<file path="config.mk">
export PLATFORM = sky130hd
export DESIGN_NAME = serial_frame_rx
export DESIGN_NICKNAME = d
export VERILOG_FILES = /design/src/rtl/serial_frame_pkg.sv /design/src/rtl/serial_sync_detect.sv /design/src/rtl/serial_frame_rx.sv
export SDC_FILE = /design/constraint.sdc
export NUM_CORES = 1
export LEC_CHECK = 0
export CORE_MARGIN = 5
export CORE_UTILIZATION = 35
export DETAILED_ROUTE_END_ITERATION = 10
export HOLD_SLACK_MARGIN = 0.12
export PLACE_DENSITY = 0.61
export SYNTH_ARGS = -nofsm -noshare
export SYNTH_HDL_FRONTEND = slang
export SYNTH_SLANG_ARGS = --single-unit
export TNS_END_PERCENT = 5
</file>
<file path="constraint.sdc">
create_clock -name clk -period 1.4 [get_ports clk]
set_input_delay 0.14 -clock clk [delete_from_list [all_inputs] [get_ports clk]]
set_output_delay 0.14 -clock clk [all_outputs]
set_load 0.01 [all_outputs]
</file>
<file path="src/rtl/serial_frame_pkg.sv">
// Shared definitions for the serial frame receiver.
// State encoding and default frame geometry.
package serial_frame_pkg;

  typedef enum logic [1:0] {
    HUNT   = 2'd0,
    DATA   = 2'd1,
    PARITY = 2'd2
  } state_t;

  localparam int unsigned DEF_DATA_W = 8;
  localparam int unsigned DEF_SYNC_W = 4;
  localparam logic [3:0] DEF_SYNC_PAT = 4'b1101;

endpackage

</file>
<file path="src/rtl/serial_sync_detect.sv">
// Sliding-window sync pattern detector.
// match is combinational on the bit being sampled this edge.
module serial_sync_detect
  import serial_frame_pkg::*;
#(
  parameter int unsigned SYNC_W = DEF_SYNC_W,
  parameter logic [SYNC_W-1:0] SYNC_PAT = DEF_SYNC_PAT
) (
  input  logic clk,
  input  logic clear,
  input  logic en,
  input  logic serial_in,
  input  logic restart,
  output logic match
);

  localparam int unsigned FW = $clog2(SYNC_W + 1);
  localparam logic [FW-1:0] FULL = FW'(SYNC_W);

  logic [SYNC_W-2:0] win;
  logic [FW-1:0]     fill;
  logic [FW-1:0]     fill_nxt;
  logic [SYNC_W-1:0] cand;

  // window including the incoming bit, saturating fill count
  always_comb begin
    cand     = {win, serial_in};
    fill_nxt = (fill == FULL) ? fill : fill + 1'b1;
    match    = en && (fill_nxt == FULL) && (cand == SYNC_PAT);
  end

  // shift history on strobes, flush on reset or frame end
  always_ff @(posedge clk) begin
    if (clear || restart) begin
      win  <= '0;
      fill <= '0;
    end else if (en) begin
      win  <= cand[SYNC_W-2:0];
      fill <= fill_nxt;
    end
  end

endmodule

</file>
<file path="src/rtl/serial_frame_rx.sv">
// Serial frame receiver: sync hunt, MSB-first word, even parity.
// Optional SERIAL_FRAME_RX_FRAME_CNT_EN adds a good-frame counter.
module serial_frame_rx
  import serial_frame_pkg::*;
#(
  parameter int unsigned DATA_W = DEF_DATA_W,
  parameter int unsigned SYNC_W = DEF_SYNC_W,
  parameter logic [SYNC_W-1:0] SYNC_PAT = DEF_SYNC_PAT
) (
  input  logic              clk,
  input  logic              clear,
  input  logic              serial_in,
  input  logic              en,
  output logic [DATA_W-1:0] data_out,
  output logic              data_valid,
  output logic              parity_err,
`ifdef SERIAL_FRAME_RX_FRAME_CNT_EN
  output logic [7:0]        frame_cnt,
`endif
  output logic              busy
);

  localparam int unsigned BW = $clog2(DATA_W);
  localparam logic [BW-1:0] LAST = BW'(DATA_W - 1);

  state_t            state;
  logic [DATA_W-1:0] shreg;
  logic [BW-1:0]     bitcnt;
  logic              match;
  logic              hunt_en;
  logic              restart;
  logic              perr_nxt;

  // detector only sees strobes while hunting
  always_comb begin
    hunt_en  = en && (state == HUNT);
    restart  = en && (state == PARITY);
    perr_nxt = (^shreg) ^ serial_in;
  end

  serial_sync_detect #(
    .SYNC_W   (SYNC_W),
    .SYNC_PAT (SYNC_PAT)
  ) u_sync (
    .clk       (clk),
    .clear     (clear),
    .en        (hunt_en),
    .serial_in (serial_in),
    .restart   (restart),
    .match     (match)
  );

  // frame FSM with registered outputs
  always_ff @(posedge clk) begin
    if (clear) begin
      state      <= HUNT;
      shreg      <= '0;
      bitcnt     <= '0;
      data_out   <= '0;
      data_valid <= 1'b0;
      parity_err <= 1'b0;
      busy       <= 1'b0;
    end else begin
      data_valid <= 1'b0;
      if (en) begin
        unique case (state)
          HUNT: begin
            if (match) begin
              state  <= DATA;
              bitcnt <= '0;
              busy   <= 1'b1;
            end
          end
          DATA: begin
            shreg  <= {shreg[DATA_W-2:0], serial_in};
            bitcnt <= bitcnt + 1'b1;
            if (bitcnt == LAST) state <= PARITY;
          end
          PARITY: begin
            data_out   <= shreg;
            parity_err <= perr_nxt;
            data_valid <= 1'b1;
            state      <= HUNT;
            busy       <= 1'b0;
          end
          default: begin
            state <= HUNT;
            busy  <= 1'b0;
          end
        endcase
      end
    end
  end

`ifdef SERIAL_FRAME_RX_FRAME_CNT_EN
  // counts frames that pass parity, updated with data_valid
  always_ff @(posedge clk) begin
    if (clear) begin
      frame_cnt <= '0;
    end else if (en && state == PARITY && !perr_nxt) begin
      frame_cnt <= frame_cnt + 8'd1;
    end
  end
`endif

endmodule

</file>
Word-level counts from Yosys, hierarchy flattened:

Cells that the tools add are included.
Widths: inputs -> output; s select.

* flip-flop bits (word level): 30
* RAM bits: 0
* latch bits: 0
* memories: 0
* memory bits (read-only): 0

* divide/modulo/power cells: 0
* add/subtract/negate cells: 2
* reduce and logical (&&, ||, !) cells: 14
* equality and inequality tests: 8
* bitwise logic cells: 3
* multiply operators: 0
* multiplexer cells: 9
* order comparisons: 0
* shift operators: 0

Operators with widths (number)
* $eq 3x3->1 const B: 3
* $reduce_and 3->1: 3
* $reduce_xor 8->1: 1
* $add 3x1->3 const B: 2
* $mux 3: 2
* $pmux 3 s2: 1
* $eq 4x4->1 const B: 1
* $logic_and 1x1->1: 4
* $mux 2: 2
* $ne 2x2->1 const B: 2
* $pmux 2 s2: 1
* $reduce_and 2->1: 2
* $eq 2x1->1 const B: 1
* $eq 2x2->1 const B: 1
* $logic_not 2->1: 1
* $mux 1: 2
* $not 1->1: 2
* $pmux 1 s2: 1
* $reduce_bool 2->1: 1
* $reduce_or 2->1: 1
* $logic_or 1x1->1: 1
* $xor 1x1->1: 1

Longest topological paths before layout:

Gate-level depths: netlist of run 1.

* depth in word-level cells: 7
* gate-level depth with buffers: 6
* depth with buffers taken out: 6

By module:

A second synthesis of run 1 with hierarchy kept.

* cells, all modules: 136
* area total of the unflattened synthesis: 1315.0 µm²

By module, submodules not included
* serial_frame_rx: cells each 102, area each 998.5 µm², sequential area each 480.5 µm², times used 1
* serial_sync_detect: cells each 34, area each 316.6 µm², sequential area each 120.1 µm², times used 1

Worst setup path after synthesis of run 1:

No wires, ideal clock.

* path type: flip-flop to flip-flop
* start point: register u_sync.fill[0]
* end point: register state[0]
* clock period less this slack: 1.531 ns
* arrival: 1.460 ns
* setup time: 0.070 ns
* data required time: 1.330 ns
* stages on the path, launching flop included: 7
* path slack: -0.131 ns
* cells stage by stage: dfxtp_1 -> inv_1 -> ha_1 -> nor4bb_1 -> o2111ai_1 -> or2_1 -> a21oi_1

* cells in the longest elaborated chain, start to end: 7

RTL lines
* start, declared: line serial_sync_detect.sv:21 `logic [FW-1:0] fill;`
* start signal, assigned: line serial_sync_detect.sv:39 `fill <= fill_nxt;`
* $add 3x1->3 or $eq 3x3->1 (tied branches): line serial_sync_detect.sv:28 `fill_nxt = (fill == FULL) ? fill : fill + 1'b1;`
* $mux 3 *: line serial_sync_detect.sv:28
* named net u_sync.fill_nxt[1]: line serial_sync_detect.sv:22 `logic [FW-1:0] fill_nxt;`
* $eq 3x3->1 *: line serial_sync_detect.sv:29 `match = en && (fill_nxt == FULL) && (cand == SYNC_PAT);`
* $logic_and 1x1->1 * (2 in a row): line serial_sync_detect.sv:29
* $ne 2x2->1 (no source line) *
* $reduce_and 3->1 (no source line) *
* end signal, assigned: line serial_frame_rx.sv:56 `state <= HUNT;`
* end signal, assigned: line serial_frame_rx.sv:69 `state <= DATA;`
* end signal, assigned: line serial_frame_rx.sv:77 `if (bitcnt == LAST) state <= PARITY;`
* end, declared: line serial_frame_rx.sv:26 `state_t state;`

The timed path passes the listed nets; every way through them passes the cells marked *.
A chain may end at the register's enable or synchronous reset.

Worst setup path in the final report of run 1:

* start point: register u_sync.fill[1]
* end point: register state[0]

Same word-level chain as after synthesis.

==> out/qor.yml, run 1 <==
clkPwrFrac_pct: 52.1
ys_warn_count: 0
start_util_pct: 35.3
async_flop_share_pct: 0
critPathBufInv: 1
combPwrFrac_pct: 6.2
grtUsageMet3_pct: 3.60
slowest_delay_ps: 330
min_path_cells: 3
start_kind: "flip-flop"
worstMarginPinSlew_ps: 468
irDropWorstVdd_uv: 688
die_h_um: 70.3
clkLatencyLatePin_ps: 280
design_area_sq_mm: 0.00176
first_pass_iters: 4
final.setup.worst_slack_ps: -168
met2_usage_pct: 19.5
rr_endpoint: "state[0]$_SDFFE_PP0P_"
synth_top_area_cell: "dfxtp_1"
antenna_cells: 0
ctsLongestPathBuffers: 2
via_per_inst: 4.86
grt_overflow_total: 0
cap_violations: 0
p_leak_nw: 0.659
cp-end-kind: "flip-flop"
globalRouteTotalUtil_pct: 11.5
cts.clk_slew.worst_paths_ps: 60
syn2layout_area_growth_pct: 38.3
yosysUniqueCellTypes: 32
numClockSinks: 30
synth_ff_type: "dfxtp_1"
powerDensity_mw_per_mm2: 1190
io_pins: 15
num_rows: 22
critPathArrivalTime_ps: 1780
vias: 1054
synthCells: 134
crit_chain: "inv_2, ha_4, nor4bb_4, o2111ai_2, or2_1, a21oi_1"
syn_area_sq_mm: 0.00127
internal-power_mw: 1.69
detail-route-antenna-nets: 0
violations: "setup timing"
synth-edff-count: 0
critPathTopFamily: "simple AND/OR/NAND/NOR gates"
post_dp_cell_area_sq_mm: 0.00159
core_sq_mm: 0.00361
die_area_sq_mm: 0.00495
cp_num_cells: 6
grt_setup_unrepaired: "true"
final_nets: 176
wire_per_inst_um: 12.3
final_hold_viol_count: 0
final.period_utilization_pct: 112
tns_ps: -602
drc: 0
synth.top_cells.by_area: "dfxtp_1, a21oi_1, nand2_1"
grt_busiest_layer: "met2"
fmax_mhz: 638
drtIter0Drc: 45
place.detailed.hpwl_um: 2050
drv_slew: 0
grt_pass1_wl_um: 4490
cts_root_buf: "clkbuf_8"
die_w_um: 70.3
timing.hold.worst_endpoint: "shreg[0]$_SDFFE_PP0P_"
seq_area_frac_synth_pct: 47.2
timing.hold.ws_ps: 333
crit_path_max_fanout: 4
tritoncts: "built"
yosysTopAreaCellShare_pct: 47.2
crit_required_ps: 1610
reg2reg_from: "u_sync.fill[1]$_SDFFE_PP0P_"
criticalPathCategory: "flip-flop to flip-flop"
io_buffers: 14
rr_worst_depth: 6
ys_ff_latch: 30
htreeDepth: 2
syn_nets: 142
period_minus_slack_ps: 1570
hold_start: "serial_in"
switching_share_pct: 19.2
antenna_found_initial: 0
pwr-share-seq_pct: 41.6
slowest_stage: "dfxtp_2"
slew_headroom_pct: 68.7
hold_class: "primary input to flip-flop"
syn_area_per_cell_sq_um: 9.51
setup_viol: 5
layout-drive-gt1-share_pct: 24.3
fin_skew_ps: 5.81
p_sw_mw: 0.402
status: "finished, violations left"
grtUsageMet1_pct: 12.7
cts_buffers: 5
r2r_slack_ps: -170
grt_pass1_vias: 1049
wl_um: 2680
gp_congestion: 0.820
grt_max_degree: 11
metrics by stage:
stage | cells | setup slack (ps) | utilization (%) | power [mW]
finish | 217 | -168 | 48.9 | 2.09
detailed placement | 208 | -312 | 44.1 | 1.01
global route | 217 | -266 | 48.9 | 2.16
CTS | 217 | -176 | 48.9 | 2.11
global placement | 208 | -262 | 44.1 | 1.00
floorplan | 134 | -77.4 | - | 0.957
layer usage:
metal | up-vias | part of all wire [%]
li1 | 540 | -
met1 | 479 | 46
met2 | 26 | 47
met3 | 9 | 4.8
met4 | 0 | 2.2
met5 | - | 0
cells in the final DEF (no fill, tap or decap), types with 2 or more instances in the layout:
master and count:
o211ai_1 3, dfxtp_1 28, inv_2 3, nand2_1 25, clkbuf_8 6, nor2_1 2
a22o_1 8, ha_1 3, buf_4 19, a22oi_1 2, xnor2_1 7, o21ai_0 5
bufinv_16 2, dfxtp_2 2, clkdlybuf4s50_1 13, nand3b_1 2, nand2b_1 2, a21oi_1 20
area by class of cell:
cell class / count / area (sq um)
tap: 48 / 60.1
timing repair buffer: 33 / 282
sequential: 30 / 603
inverter: 3 / 11.3
fill: 325 / 1840
clock inverter: 2 / 60.1
clock buffer: 6 / 82.6
multi-input combinational: 95 / 663
power groups by stage:
| stage | clock network [mW] | registers (mW) | logic, mW |
|---|---|---|---|
| after floorplan | 0 | 0.887 | 0.0699 |
| after global placement | 0 | 0.888 | 0.114 |
| after detailed placement | 0 | 0.889 | 0.117 |
| after CTS | 1.10 | 0.871 | 0.130 |
| after global routing | 1.14 | 0.871 | 0.142 |
| final | 1.09 | 0.871 | 0.130 |
worst max path at each step:
stage	slack [ps]	startpoint	end
2_1_floorplan	-80	u_sync.fill[0]$_SDFFE_PP0P_	state[0]$_SDFFE_PP0P_
3_3_place_gp	-260	serial_in	parity_err$_SDFFE_PP0P_
3_5_place_dp	-310	serial_in	state[0]$_SDFFE_PP0P_
4_1_cts	-180	u_sync.fill[1]$_SDFFE_PP0P_	state[0]$_SDFFE_PP0P_
5_1_grt	-270	u_sync.fill[1]$_SDFFE_PP0P_	state[0]$_SDFFE_PP0P_
6_report	-170	u_sync.fill[1]$_SDFFE_PP0P_	state[0]$_SDFFE_PP0P_
cells in the mapped netlist, types with 2 or more instances:
| cell type | instances |
|---|---|
| o21ai_0 | 5 |
| inv_1 | 2 |
| xnor2_1 | 7 |
| clkbuf_1 | 3 |
| nor2_1 | 2 |
| ha_1 | 4 |
| dfxtp_1 | 30 |
| o211ai_1 | 3 |
| a22o_1 | 8 |
| nand3b_1 | 2 |
| nand2b_1 | 2 |
| a22oi_1 | 2 |
| nand2_1 | 25 |
| a21oi_1 | 20 |
| buf_2 | 2 |
kinds of logic (layout without fill, tap and decap cells):
kind of cell,count (synthesis),after routing,synth area share [%]
simple gates,40,40,16.9
flops,30,30,47.2
compound gates,42,42,21.3
buf+inv,9,44,3.44
xor+xnor,9,9,7.27
fa+ha+maj,4,4,3.93
flip-flops by register name (all words and copies together) (netlist names):
| signal | cells |
|---|---|
| data_out | 8 |
| shreg | 8 |
| bitcnt | 3 |
| u_sync.fill | 3 |
| u_sync.win | 3 |
| state | 2 |
| busy | 1 |
| data_valid | 1 |
| parity_err | 1 |
tightest hold or removal path: stages:
cell           delay [ps]
dlygate4sd2_1         300
nand2_1                80
a21oi_1                50
timing repair:
| action | in CTS | in global routing |
|---|---|---|
| pin swaps | 5 | 0 |
| buffers inserted | 1 | 0 |
| resized for setup | 6 | 0 |
| hold buffers | 0 | 0 |
| setup endpoints to repair | 5 | 6 |
(Power assumes the default switching activity.)
==> inputs of run 2 (changes only) <==
--- a/config.mk
+++ b/config.mk
@@ -10,6 +10,7 @@
 export DETAILED_ROUTE_END_ITERATION = 10
 export HOLD_SLACK_MARGIN = 0.12
 export PLACE_DENSITY = 0.61
+export SETUP_SLACK_MARGIN = 0.2
 export SYNTH_ARGS = -nofsm -noshare
 export SYNTH_HDL_FRONTEND = slang
 export SYNTH_SLANG_ARGS = --single-unit
==> out/qor.yml, run 2 (synthesis results as in run 1) <==
grt_busiest_layer: "met2"
tns_ps: -550  # +51.6 ps
r2r_slack_ps: -160  # about the same
post_dp_cell_area_sq_mm: 0.00159  # unchanged
tritoncts: "built"
gp_congestion: 0.820  # unchanged
met2_usage_pct: 19.8  # +0.21 points
grtUsageMet3_pct: 3.60  # unchanged
detail-route-antenna-nets: 0  # unchanged
irDropWorstVdd_uv: 697  # +1.3%
grt_pass1_wl_um: 4500  # +0.16%
cts.clk_slew.worst_paths_ps: 60  # about the same
power.total_mw: 2.10  # +0.23%
final.period_utilization_pct: 111  # -0.82 points
clkLatencyLatePin_ps: 280  # about the same
setup_viol: 5  # unchanged
die_w_um: 70.3  # unchanged
final_common_cell: "dfxtp_1"
grt_max_degree: 11  # unchanged
design_area_sq_mm: 0.00178  # +1.1%
postCtsHoldBufs: 0  # unchanged
violations: "setup timing"
wire_per_inst_um: 12.4  # +0.71%
slowest_delay_ps: 330  # about the same
antenna_found_initial: 0  # unchanged
via_per_inst: 4.91  # +1.1%
pwr-share-seq_pct: 41.5  # about the same
combPwrFrac_pct: 6.5  # +0.3 points
crit_chain: "inv_2, ha_4, nor4bb_4, o2111ai_2, or2_1, a21oi_1"
num_rows: 22  # unchanged
rr_endpoint: "state[0]$_SDFFE_PP0P_"
criticalPathCategory: "flip-flop to flip-flop"
io_pins: 15  # unchanged
top_regs: "data_out (8), shreg (8)"
drtIter0Drc: 42  # -6.7%
min_path_cells: 3  # unchanged
hold_class: "primary input to flip-flop"
wl_um: 2700  # +0.71%
hold_start: "serial_in"
drv_slew: 0  # unchanged
numClockSinks: 30  # unchanged
fillers: 319  # -1.8%
layout-drive-gt1-share_pct: 26.0  # +1.8 points
reg2reg_from: "u_sync.fill[1]$_SDFFE_PP0P_"
htreeDepth: 2  # unchanged
ctsLongestPathBuffers: 2  # unchanged
final_nets: 176  # unchanged
syn2layout_area_growth_pct: 39.9
p_sw_mw: 0.404  # +0.40%
period_minus_slack_ps: 1560  # -11.5 ps
grt_pass1_vias: 1051  # +0.19%
rr_worst_depth: 6  # unchanged
io_buffers: 14  # unchanged
regArea_sq_um: 604  # +0.21%
final_hold_viol_count: 0  # unchanged
switching_share_pct: 19.3  # +0.033 points
slowest_stage: "dfxtp_2"
cts_root_buf: "clkbuf_8"
cts_buffers: 5  # unchanged
core_sq_mm: 0.00361  # unchanged
place.detailed.hpwl_um: 2050  # unchanged
grt_overflow_total: 0  # unchanged
die_area_sq_mm: 0.00495  # unchanged
worstMarginPinSlew_ps: 317  # -151 ps
grt_setup_unrepaired: "true"
p_leak_nw: 0.723  # +9.8%
final.setup.worst_slack_ps: -156  # +11.5 ps
critPathTopFamily: "simple AND/OR/NAND/NOR gates"
critPathArrivalTime_ps: 1770  # about the same
globalRouteTotalUtil_pct: 11.5  # +0.030 points
fmax_mhz: 643  # +0.74%
powerDensity_mw_per_mm2: 1180  # -0.90%
start_util_pct: 35.3  # unchanged
slew_headroom_pct: 78.7  # +10 points
status: "finished, violations left"
crit_path_max_fanout: 4  # unchanged
first_pass_iters: 4  # unchanged
grtUsageMet1_pct: 12.6  # -0.088 points
timing.hold.worst_endpoint: "shreg[0]$_SDFFE_PP0P_"
cp-end-kind: "flip-flop"
crit_required_ps: 1610  # about the same
critPathBufInv: 1  # unchanged
die_h_um: 70.3  # unchanged
layout_common_cells: "dfxtp_1, nand2_1, a21oi_1, buf_4, dlygate4sd2_1"
antenna_cells: 0  # unchanged
drc: 0  # unchanged
fin_skew_ps: 5.38  # -0.421 ps
internal-power_mw: 1.69  # +0.19%
vias: 1066  # +1.1%
start_kind: "flip-flop"
multiInputGateArea_sq_um: 686  # +3.4%
clkPwrFrac_pct: 52.0  # about the same
cap_violations: 0  # unchanged
==> run 2: changes by cell type in the layout (fill, tap and decap cells not counted), moves of 2 or more <==
cell,change
a21oi_1,-2
a21oi_2,+2
buf_6,+2
dlygate4sd2_1,+11
clkdlybuf4s50_1,-12
buf_4,-2
==> run 2: what timing repair did <==
| action | in CTS | in global routing |
|---|---|---|
| pin swaps | 6 | 4 |
| resized for setup | 19 | 6 |
| setup endpoints to repair | 28 | 28 |
| buffers inserted | 1 | 0 |
| gates cloned | 0 | 0 |
==> run 2: power by group through the flow <==
stage	combinational, mW	sequential (mW)	clock [mW]
2_1_floorplan	0.0699	0.887	0
3_3_place_gp	0.114	0.888	0
3_5_place_dp	0.117	0.889	0
4_1_cts	0.133	0.871	1.10
5_1_grt	0.148	0.871	1.14
6_report	0.136	0.871	1.09
==> run 2: worst min-delay path: stages <==
cell	delay [ps]
dlygate4sd2_1	290
nand2_1	70
a21oi_1	50
==> run 2: cell type report <==
class | instances | area share (%)
Clock buffer | 6 | 4.63
Clock inverter | 2 | 3.37
Inverter | 3 | 0.632
Multi-Input combinational cell | 95 | 38.5
Sequential cell | 30 | 33.9
Tap cell | 48 | 3.37
Timing Repair Buffer | 33 | 15.6
==> run 2: stage by stage <==
stage	utilization, %	instances	hold slack (ps)	setup slack (ps)
global placement	44.1	208	446	-262
global route	49.4	217	343	-266
finish	49.4	217	322	-156
detailed placement	44.1	208	453	-312
floorplan	-	134	276	-77.4
CTS	48.9	217	316	-176
==> run 2: layer usage <==
layer  routed length (um)  vias up
met5                    0        -
met4                   61        0
met3                  128        9
met2                 1290       27
met1                 1220      490
li1                     -      540
==> run 2: worst max-delay path by stage <==
stage,to,cells past startpoint,from
2_1_floorplan,state[0]$_SDFFE_PP0P_,6,u_sync.fill[0]$_SDFFE_PP0P_
3_3_place_gp,parity_err$_SDFFE_PP0P_,5,serial_in
3_5_place_dp,state[0]$_SDFFE_PP0P_,5,serial_in
4_1_cts,state[0]$_SDFFE_PP0P_,6,u_sync.fill[1]$_SDFFE_PP0P_
5_1_grt,state[0]$_SDFFE_PP0P_,6,u_sync.fill[1]$_SDFFE_PP0P_
6_report,state[0]$_SDFFE_PP0P_,6,u_sync.fill[1]$_SDFFE_PP0P_
==> inputs of run 3 (changes only) <==
--- a/config.mk
+++ b/config.mk
@@ -5,6 +5,7 @@
 export SDC_FILE = /design/constraint.sdc
 export NUM_CORES = 1
 export LEC_CHECK = 0
+export CORE_ASPECT_RATIO = 1.4
 export CORE_MARGIN = 5
 export CORE_UTILIZATION = 35
 export DETAILED_ROUTE_END_ITERATION = 10
==> out/qor.yml, run 3 (synthesis results as in run 1) <==
status: "finished, violations left"
violations: "setup timing"
gp_congestion: 0.750  # -8.6%
fin_skew_ps: 2.01  # -3.37 ps
num_rows: 26  # +18%
detail-route-antenna-nets: 0  # unchanged
final.period_utilization_pct: 112  # +0.84 points
r2r_slack_ps: -170  # about the same
drc: 0  # unchanged
period_minus_slack_ps: 1570  # +11.8 ps
cp_num_cells: 6  # unchanged
tns_ps: -541  # +8.82 ps
critPathArrivalTime_ps: 1780  # about the same
drv_slew: 0  # unchanged
grt_overflow_total: 0  # unchanged
start_kind: "flip-flop"
top_regs: "data_out (8), shreg (8)"
final_hold_viol_count: 0  # unchanged
cts.clk_slew.worst_paths_ps: 60  # about the same
cp-end-kind: "flip-flop"
grt_setup_unrepaired: "true"
cts_setup_buffers: 0  # -1
powerDensity_mw_per_mm2: 994  # -16%
rr_worst_depth: 6  # unchanged
tritoncts: "built"
io_buffers: 14  # unchanged
setup_viol: 5  # unchanged
numClockSinks: 30  # unchanged
vias: 1070  # +0.38%
die_h_um: 81.4  # +16%
p_leak_nw: 0.693  # -4.2%
cts_root_buf: "clkbuf_8"
crit_chain: "inv_2, ha_4, nor4bb_4, o2111ai_2, or2_1, a21oi_1"
layout-drive-gt1-share_pct: 23.4  # -2.7 points
worstMarginPinSlew_ps: 293  # -23.6 ps
slew_headroom_pct: 80.4  # +1.7 points
critPathBufInv: 1  # unchanged
grt_max_degree: 11  # unchanged
slowest_delay_ps: 340  # about the same
crit_path_max_fanout: 4  # unchanged
final_common_cell: "dfxtp_1"
design_area_sq_mm: 0.00171  # -4.0%
die_w_um: 61.0  # -13%
criticalPathCategory: "flip-flop to flip-flop"
start_util_pct: 35.6  # +0.27 points
first_pass_iters: 4  # unchanged
grt_pass1_wl_um: 4640  # +3.2%
fmax_mhz: 638  # -0.75%
ctsLongestPathBuffers: 2  # unchanged
slowest_stage: "dfxtp_2"
grt_pass1_vias: 1085  # +3.2%
post_dp_cell_area_sq_mm: 0.00158  # -0.94%
post-route-util_pct: 47.8  # -1.6 points
antenna_cells: 0  # unchanged
htreeDepth: 2  # unchanged
io_pins: 15  # unchanged
irDropWorstVdd_uv: 677  # -2.9%
crit_required_ps: 1610  # about the same
hold_class: "primary input to flip-flop"
crit_path_end: "state[0]$_SDFFE_PP0P_"
critPathTopFamily: "simple AND/OR/NAND/NOR gates"
globalRouteTotalUtil_pct: 12.6  # +1.1 points
rr_endpoint: "state[0]$_SDFFE_PP0P_"
startpoint: "u_sync.fill[0]$_SDFFE_PP0P_"
layout_common_cells: "dfxtp_1, nand2_1, a21oi_1, buf_4, dlygate4sd2_1"
reg2reg_from: "u_sync.fill[0]$_SDFFE_PP0P_"
cap_violations: 0  # unchanged
wl_um: 2640  # -2.2%
final.setup.worst_slack_ps: -168  # -11.8 ps
clkLatencyLatePin_ps: 280  # about the same
wire_per_inst_um: 12.6  # +1.5%
final_nets: 174  # -1.1%
antenna_found_initial: 0  # unchanged
drtIter0Drc: 24  # -43%
dp_slack_ps: -280  # +31.6 ps
core_sq_mm: 0.00358  # -0.76%
syn2layout_area_growth_pct: 34.3
die_area_sq_mm: 0.00496  # +0.35%
cts_buffers: 5  # unchanged
place.detailed.hpwl_um: 2080  # +1.6%
via_per_inst: 5.12  # +4.2%
[run 3: worst min-delay path by stage]
| stage | startpoint | end | slack, ps | cells after the start |
|---|---|---|---|---|
| CTS | u_sync.win[0]$_SDFFE_PP0P_ | u_sync.win[1]$_SDFFE_PP0P_ | 470 | 2 |
| finish | en | bitcnt[0]$_SDFFE_PP0P_ | 390 | 4 |
| floorplan | serial_in | shreg[0]$_SDFFE_PP0P_ | 280 | 2 |
| global route | en | bitcnt[0]$_SDFFE_PP0P_ | 410 | 4 |
| detailed placement | u_sync.win[0]$_SDFFE_PP0P_ | u_sync.win[1]$_SDFFE_PP0P_ | 460 | 2 |
| global placement | busy$_SDFFE_PP0P_ | busy$_SDFFE_PP0P_ | 450 | 2 |
[run 3: through the flow]
step	hold slack [ps]	cells	power [mW]
after global placement	452	201	1.00
after CTS	473	209	1.71
after global routing	412	209	1.77
final	392	209	1.70
after detailed placement	463	201	1.00
after floorplan	276	134	0.957
[run 3: per-layer routing]
metal	track usage (%)	part of all wire, %
met1	12.7	38
met2	23.4	55
met3	2.86	4.6
met4	5.86	1.7
met5	0	0
[run 3: area by class of cell]
class | count | area, sq um
fill | 363 | 1870
multi-input combinational | 95 | 689
sequential | 30 | 603
timing repair buffer | 31 | 260
clock buffer | 7 | 86.3
tap | 42 | 52.6
inverter | 3 | 13.8
clock inverter | 1 | 5.00
[run 3: worst min-delay path, delay by kind of cell]
kind | cells | cell delay, ps
compound gates | 2 | 180
buf+inv | 1 | 180
simple gates | 1 | 120
[run 3: what timing repair did]
item,in CTS,in global routing
endpoints found under the setup margin,27,28
gates resized for setup,14,9
hold buffers,0,0
pin swaps,3,6
[run 3: report_power, final]
part	switching (mW)	internal, mW	total [mW]
Combinational	0.0617	0.0662	0.128
Clock	0.306	0.396	0.702
Sequential	0.00679	0.863	0.870
Total	0.375	1.33	1.70
